$ cat src/rtl/key_pkg.sv
// Shared constants for the PS/2 key event controller: scan codes,
// key index order, one-hot key masks and parser state encodings.
package key_pkg;

  localparam int NUM_KEYS = 6;

  localparam logic [7:0] CODE_E0    = 8'hE0;
  localparam logic [7:0] CODE_F0    = 8'hF0;
  localparam logic [7:0] CODE_UP    = 8'h75;
  localparam logic [7:0] CODE_DOWN  = 8'h72;
  localparam logic [7:0] CODE_LEFT  = 8'h6B;
  localparam logic [7:0] CODE_RIGHT = 8'h74;
  localparam logic [7:0] CODE_ENTER = 8'h5A;
  localparam logic [7:0] CODE_ESC   = 8'h76;

  localparam int KEY_UP    = 0;
  localparam int KEY_DOWN  = 1;
  localparam int KEY_LEFT  = 2;
  localparam int KEY_RIGHT = 3;
  localparam int KEY_ENTER = 4;
  localparam int KEY_ESC   = 5;

  localparam logic [NUM_KEYS-1:0] KEY_UP_OH    = NUM_KEYS'(1) << KEY_UP;
  localparam logic [NUM_KEYS-1:0] KEY_DOWN_OH  = NUM_KEYS'(1) << KEY_DOWN;
  localparam logic [NUM_KEYS-1:0] KEY_LEFT_OH  = NUM_KEYS'(1) << KEY_LEFT;
  localparam logic [NUM_KEYS-1:0] KEY_RIGHT_OH = NUM_KEYS'(1) << KEY_RIGHT;
  localparam logic [NUM_KEYS-1:0] KEY_ENTER_OH = NUM_KEYS'(1) << KEY_ENTER;
  localparam logic [NUM_KEYS-1:0] KEY_ESC_OH   = NUM_KEYS'(1) << KEY_ESC;

  localparam logic [1:0] ST_IDLE    = 2'd0;
  localparam logic [1:0] ST_EXT     = 2'd1;
  localparam logic [1:0] ST_BRK     = 2'd2;
  localparam logic [1:0] ST_EXT_BRK = 2'd3;

  // Same mapping with or without the E0 prefix, so keypad keys alias in.
  function automatic logic [NUM_KEYS-1:0] decode_key(input logic [7:0] code);
    logic [NUM_KEYS-1:0] oh;
    oh = '0;
    case (code)
      CODE_UP:    oh = KEY_UP_OH;
      CODE_DOWN:  oh = KEY_DOWN_OH;
      CODE_LEFT:  oh = KEY_LEFT_OH;
      CODE_RIGHT: oh = KEY_RIGHT_OH;
      CODE_ENTER: oh = KEY_ENTER_OH;
      CODE_ESC:   oh = KEY_ESC_OH;
      default:    oh = '0;
    endcase
    return oh;
  endfunction

endpackage

$ cat src/rtl/key_repeat_timer.sv
// Auto-repeat down-counter for the most recently pressed repeatable key;
// expire is asserted combinationally in the cycle the count reaches zero.
module key_repeat_timer
  import key_pkg::*;
#(
  parameter int REPEAT_DELAY  = 32_500_000,
  parameter int REPEAT_PERIOD = 6_500_000
) (
  input  logic                clk,
  input  logic                rst,
  input  logic                arm,
  input  logic                disarm,
  input  logic [NUM_KEYS-1:0] arm_key,
  output logic                armed,
  output logic [NUM_KEYS-1:0] key,
  output logic                expire
);

  localparam int MAX_LOAD = (REPEAT_DELAY > REPEAT_PERIOD) ? REPEAT_DELAY : REPEAT_PERIOD;
  localparam int CW       = $clog2(MAX_LOAD) + 1;

  logic [CW-1:0] count;

  // A fresh arm or a release in the same cycle suppresses the expiry.
  assign expire = armed && (count == '0) && !arm && !disarm;

  always_ff @(posedge clk) begin
    if (rst) begin
      armed <= 1'b0;
      key   <= '0;
      count <= '0;
    end else if (arm) begin
      armed <= 1'b1;
      key   <= arm_key;
      count <= CW'(REPEAT_DELAY - 1);
    end else if (disarm) begin
      armed <= 1'b0;
      key   <= '0;
      count <= '0;
    end else if (armed) begin
      if (count == '0)
        count <= CW'(REPEAT_PERIOD - 1);
      else
        count <= count - 1'b1;
    end
  end

endmodule

$ cat src/rtl/key_event_ctrl.sv
// PS/2 set-2 parser feeding a held-key vector and a single-entry
// valid/ready event register with press and auto-repeat events.
module key_event_ctrl
  import key_pkg::*;
#(
  parameter int                  REPEAT_DELAY   = 32_500_000,
  parameter int                  REPEAT_PERIOD  = 6_500_000,
  parameter int                  PREFIX_TIMEOUT = 65_000,
  parameter logic [NUM_KEYS-1:0] REPEAT_MASK    = 6'b001111
) (
  input  logic                clk,
  input  logic                rst,
  input  logic [7:0]          code,
  input  logic                code_valid,
  output logic [NUM_KEYS-1:0] held,
  output logic                event_valid,
  output logic [NUM_KEYS-1:0] event_key,
  output logic                event_repeat,
  input  logic                event_ready,
  output logic                event_drop
);

  localparam int PW = $clog2(PREFIX_TIMEOUT) + 1;

  logic [1:0]          state, next_state;
  logic [PW-1:0]       prefix_cnt;
  logic                make_byte, break_byte;
  logic [NUM_KEYS-1:0] key_oh;
  logic                press, release_key, arm, disarm;
  logic                rep_armed, rep_expire;
  logic [NUM_KEYS-1:0] rep_key;
  logic                new_valid, can_load;
  logic [NUM_KEYS-1:0] new_key;
  logic                new_repeat;
  logic                timed_out;

  assign key_oh    = decode_key(code);
  assign timed_out = (state != ST_IDLE) && (prefix_cnt == PW'(PREFIX_TIMEOUT - 1));

  always_comb begin
    next_state = state;
    make_byte  = 1'b0;
    break_byte = 1'b0;
    if (code_valid) begin
      case (state)
        ST_IDLE: begin
          if (code == CODE_E0)      next_state = ST_EXT;
          else if (code == CODE_F0) next_state = ST_BRK;
          else                      make_byte  = 1'b1;
        end
        ST_EXT: begin
          if (code == CODE_F0)      next_state = ST_EXT_BRK;
          else if (code == CODE_E0) next_state = ST_EXT;
          else begin
            make_byte  = 1'b1;
            next_state = ST_IDLE;
          end
        end
        default: begin
          if (code != CODE_F0 && code != CODE_E0) begin
            break_byte = 1'b1;
            next_state = ST_IDLE;
          end
        end
      endcase
    end else if (timed_out) begin
      next_state = ST_IDLE;
    end
  end

  always_ff @(posedge clk) begin
    if (rst) begin
      state      <= ST_IDLE;
      prefix_cnt <= '0;
    end else begin
      state <= next_state;
      if (code_valid || state == ST_IDLE || timed_out)
        prefix_cnt <= '0;
      else
        prefix_cnt <= prefix_cnt + 1'b1;
    end
  end

  // Typematic makes on an already-held key produce nothing.
  assign press       = make_byte && (key_oh != '0) && ((held & key_oh) == '0);
  assign release_key = break_byte && (key_oh != '0);
  assign arm         = press && ((key_oh & REPEAT_MASK) != '0);
  assign disarm      = release_key && rep_armed && (key_oh == rep_key);

  key_repeat_timer #(
    .REPEAT_DELAY (REPEAT_DELAY),
    .REPEAT_PERIOD(REPEAT_PERIOD)
  ) u_repeat (
    .clk    (clk),
    .rst    (rst),
    .arm    (arm),
    .disarm (disarm),
    .arm_key(key_oh),
    .armed  (rep_armed),
    .key    (rep_key),
    .expire (rep_expire)
  );

  always_ff @(posedge clk) begin
    if (rst)
      held <= '0;
    else if (press)
      held <= held | key_oh;
    else if (release_key)
      held <= held & ~key_oh;
  end

  // A code event wins over a same-cycle repeat; the losing repeat is silent.
  assign new_valid  = press || rep_expire;
  assign new_key    = press ? key_oh : rep_key;
  assign new_repeat = !press;
  assign can_load   = !event_valid || event_ready;

  always_ff @(posedge clk) begin
    if (rst) begin
      event_valid  <= 1'b0;
      event_key    <= '0;
      event_repeat <= 1'b0;
      event_drop   <= 1'b0;
    end else begin
      event_drop <= 1'b0;
      if (new_valid && can_load) begin
        event_valid  <= 1'b1;
        event_key    <= new_key;
        event_repeat <= new_repeat;
      end else begin
        if (new_valid)
          event_drop <= 1'b1;
        if (event_valid && event_ready)
          event_valid <= 1'b0;
      end
    end
  end

endmodule

$ cat config.mk
export PLATFORM = sky130hd
export DESIGN_NAME = key_event_ctrl
export DESIGN_NICKNAME = d
export VERILOG_FILES = /design/src/rtl/key_pkg.sv /design/src/rtl/key_repeat_timer.sv /design/src/rtl/key_event_ctrl.sv
export SDC_FILE = /design/constraint.sdc
export NUM_CORES = 1
export LEC_CHECK = 0
export ABC_AREA = 1
export BUFFER_PORTS_ARGS = -buffer_cell sky130_fd_sc_hd__buf_2
export CORE_ASPECT_RATIO = 0.75
export CORE_MARGIN = 3
export CORE_UTILIZATION = 40
export CTS_CLUSTER_SIZE = 40
export DETAILED_ROUTE_END_ITERATION = 10
export PLACE_DENSITY = 0.56
export SLEW_MARGIN = 20
export SYNTH_ARGS = -nofsm -noshare
export SYNTH_HDL_FRONTEND = slang
export SYNTH_HIERARCHICAL = 1
export SYNTH_SLANG_ARGS = --single-unit
$ cat constraint.sdc
create_clock -name clk -period 2.63 [get_ports clk]
set_clock_uncertainty 0.1 [all_clocks]
set_input_delay 0.263 -clock clk [delete_from_list [all_inputs] [get_ports clk]]
set_output_delay 0.263 -clock clk [all_outputs]
set_load 0.02 [all_outputs]
==> flow_summary_export.csv <==
group,metric,value,unit
clock_network,cts_tree,"yes",
pwr,comb_power_share,0.121,
place,gp_congestion,0.869,
clock_network,cts_resized,0,
route,vias_per_cell,5.00,
cells_and_area,postLayoutCellArea,0.00456,sq mm
clock_network,numCtsBuffers,9,
cells_and_area,layout_commonest_cell,"nand2_1",
yosys,ys_types,37,
timing,period_minus_slack,2220,ps
pwr,power.density,564,mW/mm^2
timing,finalHoldViolations,0,
floorplanning,rows,30,
clock_network,clkLatencyLatePin,330,ps
clock_network,clockRootBuffer,"clkbuf_16",
route,antenna_left,0,
timing,fmax,0.450,GHz
setup_path,critPathSlowestCell,"dfxtp_1",
setup_path,end_kind,"flop",
timing,final_max_slew_viol_count,0,
cells_and_area,ff_latch_area,0.00134,sq mm
cells_and_area,fillCellCount,942,
cells_and_area,nNetsFinal,629,
floorplanning,start_util,0.424,
setup_path,critPathMaxStageDelay,330,ps
floorplanning,dieArea,0.0111,sq mm
floorplanning,dieHeight,92.0,um
global_routing,grt.overflow.total,0,
yosys,syn_avg_cell_area,6.83,sq um
timing,fin_ws,406,ps
outcome,status,"complete, no violations",
clock_network,holdBufCountCts,0,
pwr,p_leak,2.15,nW
yosys,syn_area,0.00395,sq mm
pwr,p_int,1.93,mW
setup_path,cp_common_cell,"nor2_1",
yosys,ys_seq_area_frac,0.340,
global_routing,grt_pass1_vias,3466,
yosys,syn_inst,578,
timing,rsz0062_at_grt,"false",
timing,slew_headroom,0.569,
pwr,power_switching,0.643,mW
pwr,ir_drop,333,uV
clock_network,htreeDepth,3,
clock_network,clkTransAtPathRegs,50,ps
setup_path,critPathTopFamily,"simple AND/OR/NAND/NOR gates",
clock_network,cts_num_sinks,67,
setup_path,worst_setup_path_start_kind,"flop",
cells_and_area,drive_above_1_share,0.159,
route,via_count,3728,
timing,worst-slew-pin-transition,646,ps
route,first_pass_iters,6,
global_routing,grt_use_total,0.192,
floorplanning,dieWidth,121,um
place,dp_hpwl,7.57,mm
setup_path,path_max_fanout,9,
setup_path,crit_chain,"nor2_1 > nand3_1 > nor2_4 > nand2_1 > nor2_1 > nor2_1 > inv_1 > nor2_4 > inv_1 > a21boi_0 > o21ai_0 > o31ai_1",
place,postPlaceCellArea,0.00425,sq mm
floorplanning,fp.coreArea,0.00931,sq mm
route,drc,0,
pwr,pwr-share-clk,0.475,
route,avgRoutedWirePerCell,13.5,um
worst_hold_path,hold_path_class,"primary input to flop",
cells_and_area,n_antenna_cell,0,
cells_and_area,areaGrowthSynthToFinish,15.4,%
place,port_buffers,26,
setup_path,worst-path-buf-inv,2,
route,wirelength,10.1,mm
pwr,sequentialPowerShare,0.404,
global_routing,grt_max_degree,22,
place,place_worst_setup_slack,103,ps
clock_network,cts_setup_buffers,0,
route,drt_iter0_drc,374,
pwr,switching_share,0.250,
floorplanning,io_pins,27,
global_routing,antenna_found_initial,0,
setup_path,cp.required,2740,ps
setup_path,criticalPathCategory,"flop to flop",
global_routing,grt_first_pass_wirelength,17.1,mm
timing,post-route-period-util,0.845,
cells_and_area,multi_input_area,0.00229,sq mm
clock_network,cts_max_path_buffers,2,
timing,finalSetupViolations,0,
timing,fin_tns_setup,0,ps
yosys,synth_seq_cells,67,
yosys,yosys_warnings,6,
yosys,synth_fp_nets,592,
setup_path,worstPathArrival,2340,ps
flow_run,cap_violations,0,
cells_and_area,final_cell_mix,"138 x nand2_1, 95 x nor2_1, 67 x dfxtp_1",
[path summary, 6_finish.rpt]
path | slack, ps | cells past startpoint | startpoint | to
worst min register to register | 350 | 1 | prefix_cnt[0] | prefix_cnt[0]
worst max register to register | 410 | 12 | state[1] | u_repeat/count[4]
worst max-delay path | 410 | 12 | state[1] | u_repeat/count[4]
worst min-delay path | 120 | 2 | rst | u_repeat/count[8]
[registers in the layout (all words and copies together) (netlist names), named ones only]
name / count
u_repeat/count: 26
prefix_cnt: 17
event_key: 6
u_repeat/key: 6
state: 2
event_drop: 1
event_repeat: 1
event_valid: 1
u_repeat/armed: 1
[metrics by stage]
stage,total power [mW],hold WS [ps],util,instances
2_1_floorplan,1.28,318,-,578
3_3_place_gp,1.36,327,0.457,732
3_5_place_dp,1.36,343,0.457,732
4_1_cts,2.59,109,0.489,746
5_1_grt,2.67,120,0.489,746
6_report,2.57,125,0.489,746
[metal layers]
layer | global-route usage | share of wire
met1 | 0.300 | 0.53
met2 | 0.258 | 0.38
met4 | 0.0434 | 0.0077
met3 | 0.0512 | 0.081
met5 | 0 | 0
[cell usage after synthesis]
master     count  share of area
nand2_1      138           0.13
nor2_1        95          0.090
dfxtp_1       67           0.34
inv_1         66          0.063
o21ai_0       32          0.041
a21oi_1       29          0.037
nand3_1       24          0.030
nand4_1       17          0.027
nand2_2       14          0.022
xor2_1        14          0.031
nor3_1        10          0.013
xnor2_1        9          0.020
nor2_8         7          0.036
a32o_1         6          0.015
nand2_4        6          0.017
nor2_4         6          0.017
clkbuf_1       5         0.0048
nor2_2         5         0.0079
inv_2          3         0.0029
or2_2          3         0.0048
a21boi_0       2         0.0038
ha_1           2         0.0063
inv_4          2         0.0032
nand3_4        2         0.0089
nor4_1         2         0.0032
a21oi_2        1         0.0022
buf_2          1         0.0013
buf_6          1         0.0029
clkinv_1       1        0.00095
nand4_2        1         0.0032
nor3_2         1         0.0025
nor3b_1        1         0.0019
o2111ai_1      1         0.0022
o211ai_1       1         0.0019
o21ai_1        1         0.0013
o221ai_1       1         0.0022
o31ai_1        1         0.0019
[cell families (layout without fill, tap and decap cells)]
kind of cell | count (synthesis) | after routing | share of synthesized area
flops | 67 | 67 | 0.340
fa+ha+maj | 2 | 2 | 0.00634
xor+xnor | 23 | 23 | 0.0510
simple gates | 332 | 332 | 0.416
buf+inv | 79 | 119 | 0.0786
compound gates | 75 | 75 | 0.108
[power groups by stage]
stage                     registers [mW]  clock network, mW  logic, mW
after detailed placement            1.06                  0      0.303
final                               1.04               1.22      0.310
after CTS                           1.04               1.25      0.305
after floorplan                     1.06                  0      0.225
after global routing                1.04               1.29      0.344
after global placement              1.06                  0      0.302
[final cells by class]
cell class                 instances  share of cell area
sequential                        67               0.294
inverter                          72              0.0604
clock inverter                     2             0.00769
multi-input combinational        432               0.504
tap                              128              0.0352
clock buffer                      12              0.0585
timing repair buffer              33              0.0401
Note: power is estimated with default switching activity, not from simulation.
